==> src/rtl/traffic_light_ctrl.sv <==
// rtl/traffic_light_ctrl.sv - two-axis adaptive traffic light FSM with 1 s prescaler
// Optional pedestrian phase is compiled in when the PED_EN macro is defined.
module traffic_light_ctrl #(
    parameter int TICK_DIV   = 100_000_000,
    parameter int GREEN_MIN  = 5,
    parameter int GREEN_MAX  = 15,
    parameter int YELLOW_SEC = 3,
    parameter int ALLRED_SEC = 1,
    parameter int PED_SEC    = 8
) (
    input  logic       clk,
    input  logic       rst,
    input  logic       hold,
    input  logic [7:0] queue_a,
    input  logic [7:0] queue_b,
`ifdef PED_EN
    input  logic       ped_req,
    output logic       ped_walk,
`endif
    output logic       light1,
    output logic       light3,
    output logic       light2,
    output logic       light4,
    output logic       yellow_a,
    output logic       yellow_b,
    output logic [2:0] phase,
    output logic [7:0] remain,
    output logic       tick
);

    localparam int PW = (TICK_DIV > 1) ? $clog2(TICK_DIV) : 1;
    localparam logic [PW-1:0] PRESC_LAST = PW'(TICK_DIV - 1);
    localparam logic [7:0] GMIN8 = 8'(GREEN_MIN);
    localparam logic [7:0] GMAX8 = 8'(GREEN_MAX);
    localparam logic [7:0] YEL8  = 8'(YELLOW_SEC);
    localparam logic [7:0] AR8   = 8'(ALLRED_SEC);

    typedef enum logic [2:0] {
        A_GREEN  = 3'd0,
        A_YELLOW = 3'd1,
        A_ALLRED = 3'd2,
        B_GREEN  = 3'd3,
        B_YELLOW = 3'd4,
        B_ALLRED = 3'd5,
        PED      = 3'd6
    } phase_t;

    phase_t        phase_q, phase_d;
    logic [7:0]    remain_q, remain_d;
    logic [7:0]    g_el_q, g_el_d;
    logic [PW-1:0] presc_q, presc_d;
    logic          tick_q, tick_d;
    logic          la_q, la_d;
    logic          lb_q, lb_d;
    logic          ya_q, ya_d;
    logic          yb_q, yb_d;

    logic          is_tick;
    logic [7:0]    g_next;
    logic [7:0]    q_own;
    logic [7:0]    q_oth;
    logic          ext;
    phase_t        next_green;

`ifdef PED_EN
    localparam logic [7:0] PED8 = 8'(PED_SEC);
    logic   ped_req_q;
    logic   ped_pend_q, ped_pend_d;
    logic   ped_walk_q, ped_walk_d;
    phase_t ped_ret_q, ped_ret_d;
`endif

    always_comb begin
        phase_d    = phase_q;
        remain_d   = remain_q;
        g_el_d     = g_el_q;
        presc_d    = presc_q;
        tick_d     = 1'b0;
        is_tick    = !hold && (presc_q == PRESC_LAST);
        g_next     = g_el_q + 8'd1;
        q_own      = (phase_q == A_GREEN) ? queue_a : queue_b;
        q_oth      = (phase_q == A_GREEN) ? queue_b : queue_a;
        ext        = (q_own != 8'd0) && (q_own >= q_oth) && (g_next < GMAX8);
        next_green = (phase_q == A_ALLRED) ? B_GREEN : A_GREEN;
`ifdef PED_EN
        ped_pend_d = ped_pend_q;
        ped_ret_d  = ped_ret_q;
`endif

        if (!hold) begin
            presc_d = is_tick ? '0 : presc_q + 1'b1;
        end

        if (is_tick) begin
            tick_d = 1'b1;
            unique case (phase_q)
                A_GREEN, B_GREEN: begin
                    g_el_d = g_next;
                    if (g_next < GMIN8) begin
                        remain_d = GMIN8 - g_next;
                    end else if (ext) begin
                        remain_d = 8'd1;
                    end else begin
                        phase_d  = (phase_q == A_GREEN) ? A_YELLOW : B_YELLOW;
                        remain_d = YEL8;
                    end
                end
                A_YELLOW, B_YELLOW: begin
                    if (remain_q == 8'd1) begin
                        phase_d  = (phase_q == A_YELLOW) ? A_ALLRED : B_ALLRED;
                        remain_d = AR8;
                    end else begin
                        remain_d = remain_q - 8'd1;
                    end
                end
                A_ALLRED, B_ALLRED: begin
                    if (remain_q == 8'd1) begin
`ifdef PED_EN
                        if (ped_pend_q) begin
                            phase_d    = PED;
                            remain_d   = PED8;
                            ped_ret_d  = next_green;
                            ped_pend_d = 1'b0;
                        end else begin
                            phase_d  = next_green;
                            remain_d = GMIN8;
                            g_el_d   = 8'd0;
                        end
`else
                        phase_d  = next_green;
                        remain_d = GMIN8;
                        g_el_d   = 8'd0;
`endif
                    end else begin
                        remain_d = remain_q - 8'd1;
                    end
                end
                default: begin
`ifdef PED_EN
                    if (remain_q == 8'd1) begin
                        phase_d  = ped_ret_q;
                        remain_d = GMIN8;
                        g_el_d   = 8'd0;
                    end else begin
                        remain_d = remain_q - 8'd1;
                    end
`else
                    // PED is unreachable here; recover to a known green
                    phase_d  = A_GREEN;
                    remain_d = GMIN8;
                    g_el_d   = 8'd0;
`endif
                end
            endcase
        end

`ifdef PED_EN
        // Presses during the walk itself are dropped, not queued for the next cycle
        if (ped_req && !ped_req_q && (phase_q != PED) && (phase_d != PED)) begin
            ped_pend_d = 1'b1;
        end
        ped_walk_d = (phase_d == PED);
`endif

        la_d = (phase_d == A_GREEN);
        lb_d = (phase_d == B_GREEN);
        ya_d = (phase_d == A_YELLOW);
        yb_d = (phase_d == B_YELLOW);
    end

    always_ff @(posedge clk) begin
        if (!rst) begin
            phase_q  <= A_GREEN;
            remain_q <= GMIN8;
            g_el_q   <= 8'd0;
            presc_q  <= '0;
            tick_q   <= 1'b0;
            la_q     <= 1'b1;
            lb_q     <= 1'b0;
            ya_q     <= 1'b0;
            yb_q     <= 1'b0;
        end else begin
            phase_q  <= phase_d;
            remain_q <= remain_d;
            g_el_q   <= g_el_d;
            presc_q  <= presc_d;
            tick_q   <= tick_d;
            la_q     <= la_d;
            lb_q     <= lb_d;
            ya_q     <= ya_d;
            yb_q     <= yb_d;
        end
    end

`ifdef PED_EN
    always_ff @(posedge clk) begin
        if (!rst) begin
            ped_req_q  <= 1'b0;
            ped_pend_q <= 1'b0;
            ped_walk_q <= 1'b0;
            ped_ret_q  <= A_GREEN;
        end else begin
            ped_req_q  <= ped_req;
            ped_pend_q <= ped_pend_d;
            ped_walk_q <= ped_walk_d;
            ped_ret_q  <= ped_ret_d;
        end
    end

    assign ped_walk = ped_walk_q;
`endif

    assign light1   = la_q;
    assign light3   = la_q;
    assign light2   = lb_q;
    assign light4   = lb_q;
    assign yellow_a = ya_q;
    assign yellow_b = yb_q;
    assign phase    = phase_q;
    assign remain   = remain_q;
    assign tick     = tick_q;

endmodule

==> config.mk <==
export PLATFORM = sky130hd
export DESIGN_NAME = traffic_light_ctrl
export DESIGN_NICKNAME = d
export VERILOG_FILES = /design/src/rtl/traffic_light_ctrl.sv
export SDC_FILE = /design/constraint.sdc
export NUM_CORES = 1
export LEC_CHECK = 0
export CAP_MARGIN = 20
export CORE_ASPECT_RATIO = 1.75
export CORE_UTILIZATION = 25
export CTS_CLUSTER_DIAMETER = 150
export DETAILED_ROUTE_END_ITERATION = 8
export PLACE_DENSITY_LB_ADDON = 0.12
export SYNTH_ARGS = -nofsm -noshare
export SYNTH_HDL_FRONTEND = slang
export SYNTH_SLANG_ARGS = --single-unit
export TNS_END_PERCENT = 20
==> constraint.sdc <==
create_clock -name clk -period 3.4 [get_ports clk]
set_input_delay 0.68 -clock clk [delete_from_list [all_inputs] [get_ports clk]]
set_output_delay 0.68 -clock clk [all_outputs]
set_load 0.01 [all_outputs]
==> results.yml <==
timing:
  achievable-frequency_mhz: 344
  rsz0062_at_grt: "false"
  post-route-min-period_ns: 2.90
  worst_pin_slew_ns: 0.933
  fin_skew_ns: 0.00836
  fin_setup_tns_ns: 0
  slew_headroom: 0.370
  report.final.setup_viol: 0
  maxSlewViolCount: 0
  worst_hold_slack_ns: 0.503
  final.period_utilization: 0.854
  timing_hold_violations_final: 0
final_layout:
  finish.cell_count_without_fillers: 570
  layout-drive-gt1-share: 0.0716
  fin_nets: 459
  antenna-diode-count: 0
  final_common_cell: "sky130_fd_sc_hd__dfxtp_1"
  syn_to_final_growth_pct: 24.1
  layout_common_cells: "sky130_fd_sc_hd__dfxtp_1, sky130_fd_sc_hd__nor2_1, sky130_fd_sc_hd__nand2_1"
  post-route-cell-area_um2: 3780
die:
  starting_density_of_the_core: 0.255
  fp.dieW_um: 85.4
  design.portCount: 37
  core_um2: 11900
  die_height_um: 148
  floorplan.rows: 53
  die_area_um2: 12600
job:
  cap_violations: 0
clock_tree:
  htree_levels: 2
  cts-hold-fix-buffers: 0
  cell_at_the_root_of_the_clock_tree: "sky130_fd_sc_hd__clkbuf_16"
  clock_path_buffers: 2
  numClockSinks: 51
  post_cts_resized: 0
  path_clk_slew_ns: 0.07
  cts.repair_timing.setup_buffer_count: 0
  cts_buffer_count: 5
  clock_insertion_delay_worst_skew_ns: 0.29
  tritoncts: "done"
placed_design:
  placed_cell_area_um2: 3620
  portBuffers: 36
  dpl.cell_count: 563
  hpwlAfterDp_um: 6740
  finalWeightedCongestion: 0.751
power_and_ir_drop:
  finalPower_mw: 1.29
  worst_ir_drop_vdd_v: 0.000206
  power.leakage_nw: 1.32
  power_density_nw_per_um2: 340
detailed_routing:
  top_signal_layer_used: "met4"
  ant_nets: 0
  met2_length_um: 4980
  finalWirelength_um: 8620
  drcViolationCount: 0
  vias: 2879
  drt-vias-per-instance: 5.05
  avgRoutedWirePerCell_um: 15.1
  met3_length_um: 174
  drtIter0Drc: 125
  drt-pass1-iter-count: 4
  route.layer.met1.wl_um: 3250
setup_path:
  worst-path-buf-inv: 1
  cp-start-kind: "input port"
  cp_data_required_time_ns: 3.60
  critical_path.max_stage_delay_ns: 0.57
  setup_crit_start: "queue_b[5]"
  r2r_slack_ns: 0.51
  path_class: "in2reg"
  critical_path.reg2reg.startpoint: "g_el_q[0]"
  cell_chain_critical_path: "clkdlybuf4s50_1 > nor2b_1 > a211oi_1 > o31ai_1 > o2bb2ai_1 > a21oi_1 > or2_1 > a311oi_1 > nor4b_1"
  timing.rr.end: "yellow_b"
  timing.critical_path.to_type: "flip-flop"
  r2r.worst_path.cells: 9
  crit_path_max_delay_cell_type: "sky130_fd_sc_hd__clkdlybuf4s50_1"
  crit_fanout: 6
  data_arrival_time_of_the_worst_path_ns: 3.10
  cpLargestDelayFamily: "compound AO/OA/AOI/OAI gates"
synth:
  synth_warnings: 0
  synth_enable_flop_cells: 0
  postSynthRegisterBits: 51
  mappedNetlistArea_um2: 3040
  synthCells: 390
  avgSynthCellArea_um2: 7.80
  yosys.cell_types.count: 59
  nets_in_the_synthesized_netlist: 416
  post_synth_top_flop: "sky130_fd_sc_hd__dfxtp_1"
  ys_top_cells_by_area: "sky130_fd_sc_hd__dfxtp_1, sky130_fd_sc_hd__nor2_1, sky130_fd_sc_hd__xor2_1, sky130_fd_sc_hd__nand2_1, sky130_fd_sc_hd__o21ai_0"
  proportion_of_synthesized_chip_area_in_sequential_cells: 0.336
  synth_largest_type_area_fraction: 0.336
  postSynth.asyncResetShare: 0
  synth_top_area_cell: "sky130_fd_sc_hd__dfxtp_1"
worst_hold_path:
  hold_path.startpoint: "presc_q[21]"
  worstHoldPathType: "reg2reg"
  min_delay_worst_endpoint: "presc_q[21]"
  hold-path-cell-count: 2
global_routing:
  grt.overflow.total: 0
  grt_max_degree: 21
  antenna_found_initial: 0
  wire_length_of_the_first_global_routing_pass_um: 14400
  grtUsageTotal: 0.145
  first_global_vias: 2906
outcome:
  run_status: "finished, final reports clean"
[synth_stat cells (all sizes together), types with 2 or more instances]
master / n
dfxtp: 51
nor2: 48
nand2: 38
o21ai: 27
a21oi: 23
xor2: 18
nand3: 17
nor3: 13
inv: 12
clkbuf: 10
nor2b: 10
nand2b: 9
nor4: 9
or3: 8
xnor2: 8
buf: 7
ha: 7
nand4: 6
and2: 5
and3: 5
nor4b: 5
o311ai: 4
o31ai: 4
a211o: 3
a211oi: 3
a31oi: 3
o211ai: 3
a32oi: 2
a41oi: 2
and4: 2
maj3: 2
mux2i: 2
nand4b: 2
or2: 2
or3b: 2
or4: 2
[worst register-to-register path, stage by stage, from the launching register on]
cell	delay (ns)
sky130_fd_sc_hd__dfxtp_1	0.40
sky130_fd_sc_hd__ha_1	0.33
sky130_fd_sc_hd__and3_1	0.30
sky130_fd_sc_hd__mux2i_1	0.10
sky130_fd_sc_hd__a32oi_1	0.38
sky130_fd_sc_hd__a211o_1	0.19
sky130_fd_sc_hd__a21oi_1	0.07
sky130_fd_sc_hd__or2_1	0.29
sky130_fd_sc_hd__a311oi_1	0.47
sky130_fd_sc_hd__nor4b_1	0.27
[stage by stage]
| stage | util | setup WS [ns] |
|---|---|---|
| after detailed placement | 0.303 | 0.194 |
| after global routing | 0.316 | 0.179 |
| after floorplan | - | 0.755 |
| after global placement | 0.303 | 0.250 |
| after CTS | 0.316 | 0.445 |
| final | 0.316 | 0.497 |
[routing by layer]
layer,up-vias,global-route usage
li1,1480,-
met1,1348,0.144
met2,39,0.294
met3,12,0.0207
met4,0,0.0542
met5,-,0
[flip-flops by register name, indices dropped and copies added, names as in the netlist]
signal,count
g_el_q,8
light1,1
light2,1
phase,3
presc_q,27
remain,8
tick,1
yellow_a,1
yellow_b,1
[power by group]
part | internal, mW | switching (mW)
clock network | 0.344 | 0.224
logic | 0.0510 | 0.0590
registers | 0.601 | 0.00625
[worst max-delay path by stage]
stage | to | slack, ns | cells past startpoint
2_1_floorplan | light2 | 0.75 | 9
3_3_place_gp | yellow_b | 0.25 | 9
3_5_place_dp | yellow_b | 0.19 | 9
4_1_cts | yellow_b | 0.44 | 9
5_1_grt | yellow_b | 0.18 | 9
6_report | yellow_b | 0.50 | 9
[cells by family (layout without fill, tap and decap cells)]
| kind of cell | count (synthesis) | in the layout | synth area share |
|---|---|---|---|
| and+or+nand+nor | 186 | 186 | 0.322 |
| AOI/OAI and AO/OA | 86 | 86 | 0.182 |
| DFF | 51 | 51 | 0.336 |
| buffers and inverters | 30 | 73 | 0.0436 |
| xor gates and xnor gates | 26 | 26 | 0.0748 |
| adders and majority gates | 9 | 9 | 0.0354 |
| muxes | 2 | 2 | 0.00658 |
[final cells by class]
cell class	count	area, µm²
well taps	137	171
fillers	1302	8160
clock buffers	6	129
clock inverters	1	30.0
flip-flops and latches	51	1020
repair buffers	53	488
multi-input cells	309	1890
inverters	13	48.8
No activity file was read; power rests on OpenSTA's default activity.
